===== src/rtl/dmem_pkg.sv =====
// Shared types, funct3 encodings and lane helpers for the data-side bus controller.
package dmem_pkg;

    typedef enum logic [1:0] {
        IDLE = 2'd0,
        BUSY = 2'd1,
        DONE = 2'd2
    } state_t;

    localparam logic [2:0] F3_SB  = 3'b000;
    localparam logic [2:0] F3_SH  = 3'b001;
    localparam logic [2:0] F3_SW  = 3'b010;
    localparam logic [2:0] F3_LB  = 3'b000;
    localparam logic [2:0] F3_LH  = 3'b001;
    localparam logic [2:0] F3_LW  = 3'b010;
    localparam logic [2:0] F3_LBU = 3'b100;
    localparam logic [2:0] F3_LHU = 3'b101;

    localparam logic [1:0] SZ_BYTE = 2'd0;
    localparam logic [1:0] SZ_HALF = 2'd1;
    localparam logic [1:0] SZ_WORD = 2'd2;

    // Unknown funct3 codes fall through to word size.
    function automatic logic [1:0] access_size(input logic       wr,
                                               input logic [2:0] st,
                                               input logic [2:0] lt);
        logic [1:0] sz;
        if (wr) begin
            case (st)
                F3_SB:   sz = SZ_BYTE;
                F3_SH:   sz = SZ_HALF;
                default: sz = SZ_WORD;
            endcase
        end else begin
            case (lt)
                F3_LB, F3_LBU: sz = SZ_BYTE;
                F3_LH, F3_LHU: sz = SZ_HALF;
                default:       sz = SZ_WORD;
            endcase
        end
        return sz;
    endfunction

    function automatic logic is_misaligned(input logic [1:0] sz, input logic [1:0] addr);
        return (sz == SZ_HALF) ? addr[0] : (sz == SZ_WORD) ? (addr != 2'b00) : 1'b0;
    endfunction

    function automatic logic [1:0] align_lo(input logic [1:0] sz, input logic [1:0] addr);
        return (sz == SZ_HALF) ? {addr[1], 1'b0} : (sz == SZ_WORD) ? 2'b00 : addr;
    endfunction

    function automatic logic [3:0] be_gen(input logic [2:0] store_type, input logic [1:0] addr);
        logic [3:0] be;
        case (store_type)
            F3_SB:   be = 4'b0001 << addr;
            F3_SH:   be = addr[1] ? 4'b1100 : 4'b0011;
            default: be = 4'b1111;
        endcase
        return be;
    endfunction

    function automatic logic [31:0] wdata_gen(input logic [2:0] store_type, input logic [31:0] data);
        logic [31:0] w;
        case (store_type)
            F3_SB:   w = {4{data[7:0]}};
            F3_SH:   w = {2{data[15:0]}};
            default: w = data;
        endcase
        return w;
    endfunction

endpackage


===== src/rtl/load_extender.sv =====
// Selects the addressed byte/half from a memory word and sign- or zero-extends it.
module load_extender
    import dmem_pkg::*;
(
    input  logic [31:0] rdata,
    input  logic [1:0]  addr,
    input  logic [2:0]  load_type,
    output logic [31:0] result
);

    logic [7:0]  byte_sel;
    logic [15:0] half_sel;

    always_comb begin
        byte_sel = rdata[{addr, 3'b000} +: 8];
        half_sel = addr[1] ? rdata[31:16] : rdata[15:0];
        case (load_type)
            F3_LB:   result = {{24{byte_sel[7]}}, byte_sel};
            F3_LH:   result = {{16{half_sel[15]}}, half_sel};
            F3_LBU:  result = {24'b0, byte_sel};
            F3_LHU:  result = {16'b0, half_sel};
            default: result = rdata;
        endcase
    end

endmodule


===== src/rtl/dmem_access_ctrl.sv =====
// RV32I data-port to word-RAM controller with byte enables, load extension and bus timeout.
// Optional MISALIGN_TRAP_EN: misaligned half/word accesses skip memory and raise bus_err.
//
// state | meaning
// IDLE  | waiting for d_wr_en/d_rd_en; stall follows the request combinationally
// BUSY  | mem_req held until mem_ready or timeout
// DONE  | one cycle with stall low so the core retires the access
module dmem_access_ctrl
    import dmem_pkg::*;
#(
    parameter int MEM_AW  = 10,
    parameter int TIMEOUT = 255
) (
    input  logic              clk,
    input  logic              reset,
    input  logic              d_wr_en,
    input  logic              d_rd_en,
    input  logic [31:0]       dAddr,
    input  logic [31:0]       dWdata,
    input  logic [2:0]        store_type,
    input  logic [2:0]        load_type,
    output logic [31:0]       dRdata,
    output logic              stall,
    output logic              bus_err,
    output logic              mem_req,
    output logic              mem_we,
    output logic [MEM_AW-1:0] mem_addr,
    output logic [3:0]        mem_be,
    output logic [31:0]       mem_wdata,
    input  logic [31:0]       mem_rdata,
    input  logic              mem_ready
);

    localparam logic [7:0] TO_LAST = 8'(TIMEOUT - 1);

    state_t      state;
    logic [7:0]  count;
    logic [2:0]  lt_q;
    logic [1:0]  lane_q;
    logic        req;
    logic [1:0]  sz;
    logic [1:0]  addr_lo;
    logic        trap;
    logic [31:0] ext;
    logic        unused_addr_bits;

    assign req              = d_wr_en | d_rd_en;
    assign sz               = access_size(d_wr_en, store_type, load_type);
    assign addr_lo          = align_lo(sz, dAddr[1:0]);
    assign unused_addr_bits = ^{dAddr[31:MEM_AW+2]};

`ifdef MISALIGN_TRAP_EN
    assign trap = is_misaligned(sz, dAddr[1:0]);
`else
    assign trap = 1'b0;
`endif

    assign stall   = (state == IDLE) ? req : (state == BUSY);
    assign mem_req = (state == BUSY);

    load_extender u_load_extender (
        .rdata     (mem_rdata),
        .addr      (lane_q),
        .load_type (lt_q),
        .result    (ext)
    );

    always_ff @(posedge clk or negedge reset) begin
        if (!reset) begin
            state     <= IDLE;
            count     <= '0;
            lt_q      <= '0;
            lane_q    <= '0;
            bus_err   <= 1'b0;
            dRdata    <= '0;
            mem_we    <= 1'b0;
            mem_addr  <= '0;
            mem_be    <= '0;
            mem_wdata <= '0;
        end else begin
            bus_err <= 1'b0;
            case (state)
                IDLE: begin
                    if (req) begin
                        if (trap) begin
                            state   <= DONE;
                            bus_err <= 1'b1;
                            dRdata  <= '0;
                        end else begin
                            state    <= BUSY;
                            count    <= '0;
                            mem_we   <= d_wr_en;
                            mem_addr <= dAddr[MEM_AW+1:2];
                            mem_be   <= d_wr_en ? be_gen(store_type, addr_lo) : 4'b1111;
                            lt_q     <= load_type;
                            lane_q   <= addr_lo;
                            if (d_wr_en) mem_wdata <= wdata_gen(store_type, dWdata);
                        end
                    end
                end
                BUSY: begin
                    if (mem_ready) begin
                        if (!mem_we) dRdata <= ext;
                        state <= DONE;
                    end else if (count == TO_LAST) begin
                        bus_err <= 1'b1;
                        dRdata  <= '0;
                        state   <= DONE;
                    end else begin
                        count <= count + 8'd1;
                    end
                end
                DONE:    state <= IDLE;
                default: state <= IDLE;
            endcase
        end
    end

endmodule


===== config.mk =====
export PLATFORM = sky130hd
export DESIGN_NAME = dmem_access_ctrl
export DESIGN_NICKNAME = d
export VERILOG_FILES = /design/src/rtl/dmem_pkg.sv /design/src/rtl/load_extender.sv /design/src/rtl/dmem_access_ctrl.sv
export SDC_FILE = /design/constraint.sdc
export NUM_CORES = 1
export LEC_CHECK = 0
export CORE_MARGIN = 5
export CORE_UTILIZATION = 30
export CTS_CLUSTER_DIAMETER = 50
export CTS_CLUSTER_SIZE = 16
export DETAILED_ROUTE_END_ITERATION = 6
export PLACE_DENSITY_LB_ADDON = 0.2
export SLEW_MARGIN = 20
export SYNTH_ARGS = -nofsm -noshare
export SYNTH_HDL_FRONTEND = slang
export SYNTH_HIERARCHICAL = 1
export SYNTH_SLANG_ARGS = --single-unit
export TNS_END_PERCENT = 10

===== constraint.sdc =====
create_clock -name clk -period 2.2 [get_ports clk]
set_input_delay 0.33 -clock clk [delete_from_list [all_inputs] [get_ports clk]]
set_output_delay 0.33 -clock clk [all_outputs]
set_load 0.02 [all_outputs]

==> results.py <==
metrics = {
    "floorplanning": {
        "initial_core_util_pct": 30.3,
        "rows": 46,
        "io_pins": 189,
        "die-area_mm2": 0.0185,
        "die_height_um": 136,
        "die_w_um": 136,
        "design.core.area_mm2": 0.0158,
    },
    "final_layout": {
        "fill_cells": 1541,
        "register_area_mm2": 0.00238,
        "multiInputGateArea_mm2": 0.00218,
        "drive_gt1_share_pct": 8.04,
        "antenna_cells": 0,
        "layout.nets": 751,
        "area_growth_pct": 47.1,
    },
    "logic_synthesis": {
        "yosys.area_share.xor_xnor_pct": 0,
        "synth-adder-area-share_pct": 0.524,
        "yosysTopAreaCell": "dfrtp_1",
        "synth_warnings": 6,
        "synth_top_family_by_area": "simple AND/OR/NAND/NOR gates",
        "yosys_register_bits": 95,
        "syn_nets": 588,
        "post_synth_num_cell_types": 46,
        "synth_cells": 479,
        "synth_area_leaders": "dfrtp_1 50%, nand2_1 8.6%, mux2i_1 8.4%",
        "ys.flop_type": "dfrtp_1",
        "synth_edf_count": 0,
        "synth_seq_area_share_pct": 49.8,
        "avgSynthCellArea_um2": 9.97,
        "synth_mux_area_share_pct": 11.2,
        "synth-compound-area-share_pct": 16.5,
        "async_flop_share_pct": 100,
        "yosys.area_share.simple_pct": 17.3,
        "synth_top_area_share_pct": 49.8,
        "netlist_area_mm2": 0.00478,
    },
    "pwr": {
        "ir_worst_vdd_uv": 504,
        "power_density_mw_per_mm2": 1330,
        "p_leak_uw": 0.00307,
    },
    "timing": {
        "fin_worst_skew_ps": 8.22,
        "fin_setup_tns_ps": 0,
        "fmax_mhz": 498,
        "slew_headroom_pct": 38.7,
        "rsz0062_at_grt": "false",
        "fin_crit_ps": 2010,
        "drv_slew": 0,
        "worst_pin_slew_ps": 920,
        "setup_viol": 0,
        "timing.hold.ws_ps": 405,
        "finalHoldViolations": 0,
        "period_share_pct": 91.3,
    },
    "detailed_routing": {
        "wl_per_cell_um": 16.8,
        "vias": 4198,
        "wl_met2_um": 6430,
        "top_layer": "met4",
        "wirelength_um": 14500,
        "drtIter0Drc": 216,
        "ant_nets": 0,
        "firstDrtPassIters": 4,
        "viasPerCell": 4.86,
        "wl_met3_um": 1380,
        "wl_met1_um": 6450,
        "drc": 0,
    },
    "critical_path": {
        "cp-end-kind": "flip-flop",
        "cp_data_required_time_ps": 2480,
        "crit_type": "reg -> reg",
        "critPathMaxFanout": 32,
        "worstPathArrival_ps": 2290,
        "cp-start-kind": "flip-flop",
    },
    "clock_tree": {
        "clk_path_buf_depth": 2,
        "cts_root_buffer": "clkbuf_16",
        "clk_pin_slew_worst_paths_ps": 70,
        "cts_setup_buffers": 0,
        "htreeDepth": 3,
        "cts-buffers-inserted": 9,
        "clock-sinks": 95,
        "clkLatencyLatePin_ps": 340,
        "cts_tree": "yes",
    },
    "placement": {
        "dp_hpwl_um": 10900,
        "globalplace.congestion": 0.868,
        "portBuffers": 168,
    },
    "run_status": {
        "status": "finished clean",
    },
    "grt": {
        "grt_max_degree": 57,
        "globalRouteOverflowTotal": 0,
        "grt_pass1_vias": 4407,
        "grtUsageTotal_pct": 16.0,
        "antenna_found_initial": 0,
        "grt_pass1_wl_um": 23500,
    },
    "job": {
        "maxCapViolCount": 0,
    },
    "min_path": {
        "hold_path.class": "in -> async",
    },
}
## kinds of logic after synthesis
kind of cell / after synthesis
buf+inv: 40
simple gates: 178
mux: 51
fa+ha+maj: 2
compound gates: 113
flops: 95
## registers in the layout (all words and copies together) (netlist names)
name,count
bus_err,1
count,8
dRdata,32
lane_q,2
lt_q,3
mem_addr,10
mem_be,4
mem_wdata,32
mem_we,1
state,2
## Yosys cell counts, types with 2 or more instances
library cell	count
o21a_1	2
ha_1	2
nand3b_1	12
a22o_1	32
inv_1	6
and2_1	2
nor2_1	9
buf_6	7
nand3_1	20
dfrtp_1	95
o21ai_1	7
mux2_2	10
nor3_1	5
buf_2	16
nor2b_1	7
o211ai_1	5
a21oi_1	13
o21ai_0	32
nand2_1	109
o22a_1	10
clkbuf_1	11
and3_1	2
o22ai_1	2
nand2b_1	2
mux2i_1	40
## metrics by stage
step / instance area (um2) / power [uW] / std cells / worst slack (ps) / util, %
floorplan: 4780 / 5590 / 479 / 557 / -
global placement: 6700 / 7670 / 846 / 71.7 / 42.5
detailed placement: 6700 / 7740 / 846 / 38.5 / 42.5
CTS: 7030 / 9470 / 863 / 184 / 44.5
global route: 7030 / 9960 / 863 / 72.7 / 44.5
finish: 7030 / 9330 / 863 / 191 / 44.5
## cell usage in the layout, fill, tap and decap left out, types with 10 or more instances in the layout
master,netlist,layout
a22o_1,32,32
nand3b_1,12,12
nand3_1,20,20
clkdlybuf4s50_1,0,167
mux2i_1,40,40
mux2_2,10,10
dfrtp_1,95,95
buf_4,0,15
o22a_1,10,10
a21oi_1,13,13
o21ai_0,32,32
nand2_1,109,108
## report_power, final
| group | leakage (uW) | internal, uW | total (uW) | switching [uW] |
|---|---|---|---|---|
| sequential | 0.00118 | 2470 | 2930 | 455 |
| clock | 0.000155 | 977 | 1670 | 691 |
| combinational | 0.00173 | 2260 | 4730 | 2470 |
| total | 0.00307 | 5710 | 9330 | 3620 |
## worst paths after layout
path / start / endpoint / slack (ps) / cells past startpoint
max: count[2] / dRdata[5] / 190 / 4
min: reset / dRdata[12] / 400 / 2
max reg2reg: count[2] / dRdata[5] / 190 / 4
min reg2reg: mem_addr[6] / mem_addr[6] / 470 / 2
max in group asynchronous: reset / mem_wdata[27] / 1140 / 3
min in group clk: mem_addr[6] / mem_addr[6] / 470 / 2
## area by class of cell
type | count | share of cell area [%]
repair buffers | 186 | 26.4
clock inverters | 4 | 0.730
multi-input cells | 344 | 31.1
well taps | 216 | 3.85
inverters | 6 | 0.321
clock buffers | 12 | 3.79
flip-flops and latches | 95 | 33.8
## worst max-delay path, cell delays in order, from the launching register on
cell     delay (ps)
dfrtp_1         450
and4_1          240
and3_1          230
a31oi_4         770
a22o_1          240
## metal layers
| layer | up-vias | global-route usage, % |
|---|---|---|
| met5 | - | 0 |
| met4 | 0 | 5.43 |
| met1 | 2016 | 21.0 |
| met3 | 21 | 6.22 |
| li1 | 2019 | - |
| met2 | 142 | 24.2 |
## what timing repair did
item                      4_1_cts  5_1_grt
hold buffers                    1        0
resized for setup               0        0
hold endpoints to repair       15        0
No activity file was read; power rests on OpenSTA's default activity.
